==> src/rtl/branch_seq.sv <==
// Branch sub-sequencer: computes the branch target, then drives the compare cycle and PC-write condition selects.
// Optional BRANCH_SEQ_STATS_EN adds Zero/Gt inputs and branch/taken event counters.
//
// state | meaning
// IDLE  | waiting for start; all outputs 0
// CALC  | ALUOut <= PC + (offset << 2)
// CMP   | A - B; conditional PC load from ALUOut
// DONE  | completion pulse back to main FSM
// ERR   | non-branch opcode; done + illegal pulse
module branch_seq #(
  parameter logic [5:0] OP_BEQ = 6'h04,
  parameter logic [5:0] OP_BNE = 6'h05,
  parameter logic [5:0] OP_BLE = 6'h06,
  parameter logic [5:0] OP_BGT = 6'h07
) (
  input  logic        clk,
  input  logic        reset,
  input  logic        start,
  input  logic [5:0]  opcode,
`ifdef BRANCH_SEQ_STATS_EN
  input  logic        Zero,
  input  logic        Gt,
  output logic [15:0] taken_cnt,
  output logic [15:0] branch_cnt,
`endif
  output logic        busy,
  output logic        done,
  output logic        illegal,
  output logic        PCWrite,
  output logic        PCWriteCond,
  output logic [1:0]  EQorNE,
  output logic [1:0]  GTorLT,
  output logic [1:0]  ALUSrcA,
  output logic [1:0]  ALUSrcB,
  output logic [2:0]  ALUOp,
  output logic        ALUOutWrite,
  output logic [1:0]  PCSource
);

  typedef enum logic [2:0] {
    S_IDLE = 3'd0,
    S_CALC = 3'd1,
    S_CMP  = 3'd2,
    S_DONE = 3'd3,
    S_ERR  = 3'd4
  } state_t;

  state_t     state, state_nx;
  logic [5:0] op_q;
  logic       is_branch;

  assign is_branch = (opcode == OP_BEQ) || (opcode == OP_BNE) ||
                     (opcode == OP_BLE) || (opcode == OP_BGT);

  always_ff @(posedge clk) begin
    if (reset) begin
      state <= S_IDLE;
      op_q  <= 6'd0;
    end else begin
      state <= state_nx;
      if (state == S_IDLE && start) op_q <= opcode;
    end
  end

  always_comb begin
    state_nx    = state;
    busy        = 1'b1;
    done        = 1'b0;
    illegal     = 1'b0;
    PCWrite     = 1'b0;
    PCWriteCond = 1'b0;
    EQorNE      = 2'b00;
    GTorLT      = 2'b00;
    ALUSrcA     = 2'b00;
    ALUSrcB     = 2'b00;
    ALUOp       = 3'b000;
    ALUOutWrite = 1'b0;
    PCSource    = 2'b00;
    case (state)
      S_IDLE: begin
        busy = 1'b0;
        if (start) state_nx = is_branch ? S_CALC : S_ERR;
      end
      S_CALC: begin
        ALUSrcA     = 2'b00;
        ALUSrcB     = 2'b11;
        ALUOp       = 3'b001;
        ALUOutWrite = 1'b1;
        state_nx    = S_CMP;
      end
      S_CMP: begin
        ALUSrcA     = 2'b01;
        ALUSrcB     = 2'b00;
        ALUOp       = 3'b010;
        PCWriteCond = 1'b1;
        PCSource    = 2'b01;
        if (op_q == OP_BEQ)      EQorNE = 2'b10;
        else if (op_q == OP_BNE) EQorNE = 2'b01;
        else if (op_q == OP_BGT) GTorLT = 2'b10;
        else if (op_q == OP_BLE) GTorLT = 2'b01;
        state_nx = S_DONE;
      end
      S_DONE: begin
        done     = 1'b1;
        state_nx = S_IDLE;
      end
      S_ERR: begin
        done     = 1'b1;
        illegal  = 1'b1;
        state_nx = S_IDLE;
      end
      default: begin
        busy     = 1'b0;
        state_nx = S_IDLE;
      end
    endcase
  end

`ifdef BRANCH_SEQ_STATS_EN
  logic cond_true;

  always_comb begin
    cond_true = 1'b0;
    if (op_q == OP_BEQ)      cond_true = Zero;
    else if (op_q == OP_BNE) cond_true = ~Zero;
    else if (op_q == OP_BGT) cond_true = Gt;
    else if (op_q == OP_BLE) cond_true = ~Gt;
  end

  // Counters wrap naturally at 16 bits.
  always_ff @(posedge clk) begin
    if (reset) begin
      branch_cnt <= 16'd0;
      taken_cnt  <= 16'd0;
    end else if (state == S_CMP) begin
      branch_cnt <= branch_cnt + 16'd1;
      if (cond_true) taken_cnt <= taken_cnt + 16'd1;
    end
  end
`endif

endmodule

==> config.mk <==
export PLATFORM = sky130hd
export DESIGN_NAME = branch_seq
export DESIGN_NICKNAME = d
export VERILOG_FILES = /design/src/rtl/branch_seq.sv
export SDC_FILE = /design/constraint.sdc
export NUM_CORES = 1
export LEC_CHECK = 0
export BUFFER_PORTS_ARGS = -buffer_cell sky130_fd_sc_hd__buf_2
export CORE_AREA = 4 4 41 43
export CTS_CLUSTER_DIAMETER = 200
export DETAILED_ROUTE_END_ITERATION = 10
export DIE_AREA = 0 0 45 47
export PLACE_DENSITY = 0.81
export RECOVER_POWER = 100
export SYNTH_ARGS = -nofsm -noshare
export SYNTH_HDL_FRONTEND = slang
export SYNTH_SLANG_ARGS = --single-unit
==> constraint.sdc <==
create_clock -name clk -period 2.1 [get_ports clk]
set_input_delay 0 -clock clk [delete_from_list [all_inputs] [get_ports clk]]
set_output_delay 0 -clock clk [all_outputs]
set_load 0.01 [all_outputs]
* Word level (Yosys, flattened, before mapping)
Cells that the tools add are included.
** Storage, ports and cells
- Register bits :: 9
- Input bits :: 9
- Output and inout bits :: 19
- Logic and storage cells :: 41
** Cells by class
- Equality and inequality tests :: 13
- Mux-type cells :: 19
- Reduce and logical (&&, ||, !) cells :: 7
** Operators with widths (number)
- 6-bit by 3-bit == test with 1-bit output, second input constant :: 8
- 2-bit two-way mux :: 7
- 3-bit case mux with 3 select lines :: 1
- 1-bit two-way mux :: 8
- 3-bit by 2-bit == test with 1-bit output, second input constant :: 2
- 3-bit two-way mux :: 2
- 2-bit case mux with 2 select lines :: 1
- 4-bit OR reduction :: 1
- 3-bit by 1-bit == test with 1-bit output, second input constant :: 1
- 3-bit == test, second input constant :: 1
- 3-bit logical NOT :: 1
- 1-bit logical OR :: 3
- 2-bit inequality test, second input constant :: 1
- 2-bit OR reduction :: 1
- 1-bit logical AND :: 1

* Longest topological paths before layout
- Depth after elaboration :: 7
- Mapped depth :: 4
- Gate-level depth less buffers :: 2

* Worst setup path before layout
Ideal clock, no wire load.
- Kind :: register -> output
- From :: register state[2]
- To :: output port EQorNE[0]
- Data arrival time :: 1291 ps
- Required time :: 2100 ps
- Path slack :: 809 ps
- Stages on the path, launching flop included :: 4
- Buffers on the path :: 1
- Path through :: dfxtp_1 > buf_2 > or3b_4 > nor4_1
** On the way
- Word-level cells in the longest chain between the ends :: 2
** Ends and longest elaborated chain
- start: declaration :: RTL line 48 : state_t state, state_nx;
- start signal: assignment :: RTL line 60 : state <= state_nx;
- 3-bit by 2-bit == test with 1-bit output :: RTL line 79 : case (state)
- 2-bit two-way mux :: RTL line 79
- end: declaration :: RTL line 31 : output logic [1:0] EQorNE,
No other way between the ends.

* Worst setup path after layout
- From :: register state[1]
- To :: output port EQorNE[0]
The elaborated chain is that of the path after synthesis.

==> run summary <==
register area - 180 sq um
RSZ-0062 raised after global routing - false
CTS tree - yes
number of global-route vias before repair - 382
Nets - 93
n_diodes - 0
Cells after Synth - 65
global route overflow - 0
Cell Area, Placed - 651 sq um
Max IR drop VDD - 0.307 mV
sw frac - 25.6%
cts bufs inserted - 3
Flop pwr share - 50.2%
Max-Cap Viols - 0
largest net degree at the start of global routing - 17
PD cells - 582 mW/mm^2
top post-synthesis cells by area - dfxtp_1 (30%), nand2b_1 (12%), buf_4 (11%)
DR pass1 iterations - 2
setup TNS - 0 ns
CTS sink count - 9
DRC errors left - 0
Ys Warns - 0
CP required - 2.10 ns
top cell type by total area after synthesis - dfxtp_1
Total Wirelength - 1050 um
Ports - 28
Max Buffers Root-to-Sink - 2
initial antenna violation count - 0
Slew Limit Fails - 0
Core Region - 0.00130 sq mm
Avg Inst Size Synth - 9.32 sq um
#FFs+latches synth - 9
register area share after synthesis - 29.8%
type of the tightest min-delay check - input pin to flop
CP Data Arrival Time - 1.64 ns
Layout area overhead - 8.88%
initial core utilization - 46.5%
Power Internal - 285 uW
Hold Vio Cnt, Final - 0
minimum clock period - 1.64 ns
area of the multi-input gates - 314 sq um
routed vias - 469
CP max FO - 8
die height - 47 um
DIE AREA - 0.00212 sq mm
design area - 659 sq um
DP HPWL - 837 um
EDFF count, synth - 0
htree depth - 1
Lkg Pwr - 0.273 nW
status - finished, final reports clean
Clock Pin Slew Worst Setup and Hold Paths - 0.06 ns
main flop type after synthesis - dfxtp_1
share of cells above drive strength 1 - 18.1%
Post-CTS Resized - 0
Worst-Margin Slew - 0.879 ns
DR WL/cell - 10.7 um
final cycle utilization of the critical path - 78.2%
Startpoint Class - flop
first-pass GRT wire length - 1570 um
total track usage - 11.1%
root buf cell - clkbuf_4
Combinational Power Share - 15.9%
initial DRC count - 4
post-synth cell types - 21
Psw - 98.2 uW
Worst slew margin - 41.3%
PortBufs - 23
Clk Latency, worst-skew pair - 0.26 ns
Crit. End Element - output pin
Die X - 45 um
number of fill cells - 141
Setup violations, final - 0
post-synth top area share - 29.8%
drt via density - 4.79
routability cong. - 0.632
row count - 13
mapped cell area - 606 sq um
clock share of power - 34.0%
Antenna Violating Nets Remaining - 0
Setup Skew - 0.00827 ns
FFs w/ async S/R, synth - 0%
CP Class - flop to output pin
Max Freq - 609 MHz
post-layout util - 50.7%
## final cells by class
| class | instances | share of cell area (%) |
|---|---|---|
| Inverter | 3 | 1.71 |
| Tap cell | 15 | 2.85 |
| Clock buffer | 4 | 3.98 |
| Sequential cell | 9 | 27.3 |
| Timing Repair Buffer | 24 | 16.5 |
| Multi-Input combinational cell | 43 | 47.6 |
## cell usage after synthesis, types with 2 or more instances
library cell / count
xnor2_1: 2
nor3b_1: 3
inv_1: 3
buf_4: 9
dfxtp_1: 9
buf_6: 2
buf_2: 2
nor4_1: 4
nand2b_1: 12
nor4b_1: 3
mux2i_1: 6
## power groups by stage
| stage | clock network, mW | registers, mW | logic, mW |
|---|---|---|---|
| 2_1_floorplan | 0 | 0.190 | 0.0571 |
| 3_3_place_gp | 0 | 0.196 | 0.0614 |
| 3_5_place_dp | 0 | 0.197 | 0.0634 |
| 4_1_cts | 0.137 | 0.193 | 0.0648 |
| 5_1_grt | 0.144 | 0.195 | 0.0680 |
| 6_report | 0.130 | 0.192 | 0.0609 |
## final timing paths
| kind | startpoint | to | slack (ns) | depth (start not counted) |
|---|---|---|---|---|
| max | state[1] | EQorNE[0] | 0.46 | 3 |
| max reg2reg | state[0] | op_q[1] | 0.56 | 2 |
| min reg2reg | op_q[5] | op_q[5] | 0.47 | 2 |
| min | opcode[2] | op_q[2] | 0.007 | 3 |
## logic make-up (layout without fill, tap and decap cells)
family | after synthesis | in the layout | synth area share, %
mux | 6 | 6 | 9.92
flops | 9 | 9 | 29.8
xor+xnor | 2 | 2 | 2.89
simple gates | 29 | 29 | 35.5
buf+inv | 16 | 31 | 18.4
other cells | 1 | 4 | 0.619
compound gates | 2 | 2 | 2.89
## per-layer routing
metal / track usage [%] / routed length (um) / part of all wire [%]
met5: 0 / 0 / 0
met4: 8.77 / 31 / 2.9
met3: 4.60 / 97 / 9.2
met2: 16.9 / 491 / 47
met1: 12.2 / 432 / 41
## critical path, stage by stage (launching register included)
cell      delay, ns
dfxtp_1        0.47
or3b_1         0.46
nor4_1         0.27
clkbuf_1       0.18
## timing repair
item                      in CTS  in global routing
hold endpoints to repair       1                  0
hold buffers                   1                  0
buffers inserted               0                  0
## stage by stage
| stage | hold slack (ns) | setup slack, ns | power [mW] | cells |
|---|---|---|---|---|
| floorplan | 0.155 | 0.809 | 0.247 | 68 |
| global placement | 0.272 | 0.796 | 0.257 | 93 |
| detailed placement | 0.277 | 0.741 | 0.260 | 93 |
| CTS | 0.00295 | 0.448 | 0.395 | 98 |
| global route | 0.0225 | 0.291 | 0.407 | 98 |
| finish | 0.00726 | 0.459 | 0.383 | 98 |
## state kept, by name, indices dropped and copies added, names as in the netlist
name and count:
op_q 6, state 3
## placed cells by master, fill, tap and decap left out, drive strengths merged
cell type	n
a21o	1
a22o	1
and2	1
buf	10
clkbuf	17
conb	4
dfxtp	9
dlygate4sd3	1
inv	3
mux2i	6
nand2b	12
nor2	1
nor2b	1
nor3	1
nor3b	3
nor4	4
nor4b	4
or3b	1
or4b	1
xnor2	2
(Power assumes the default switching activity.)
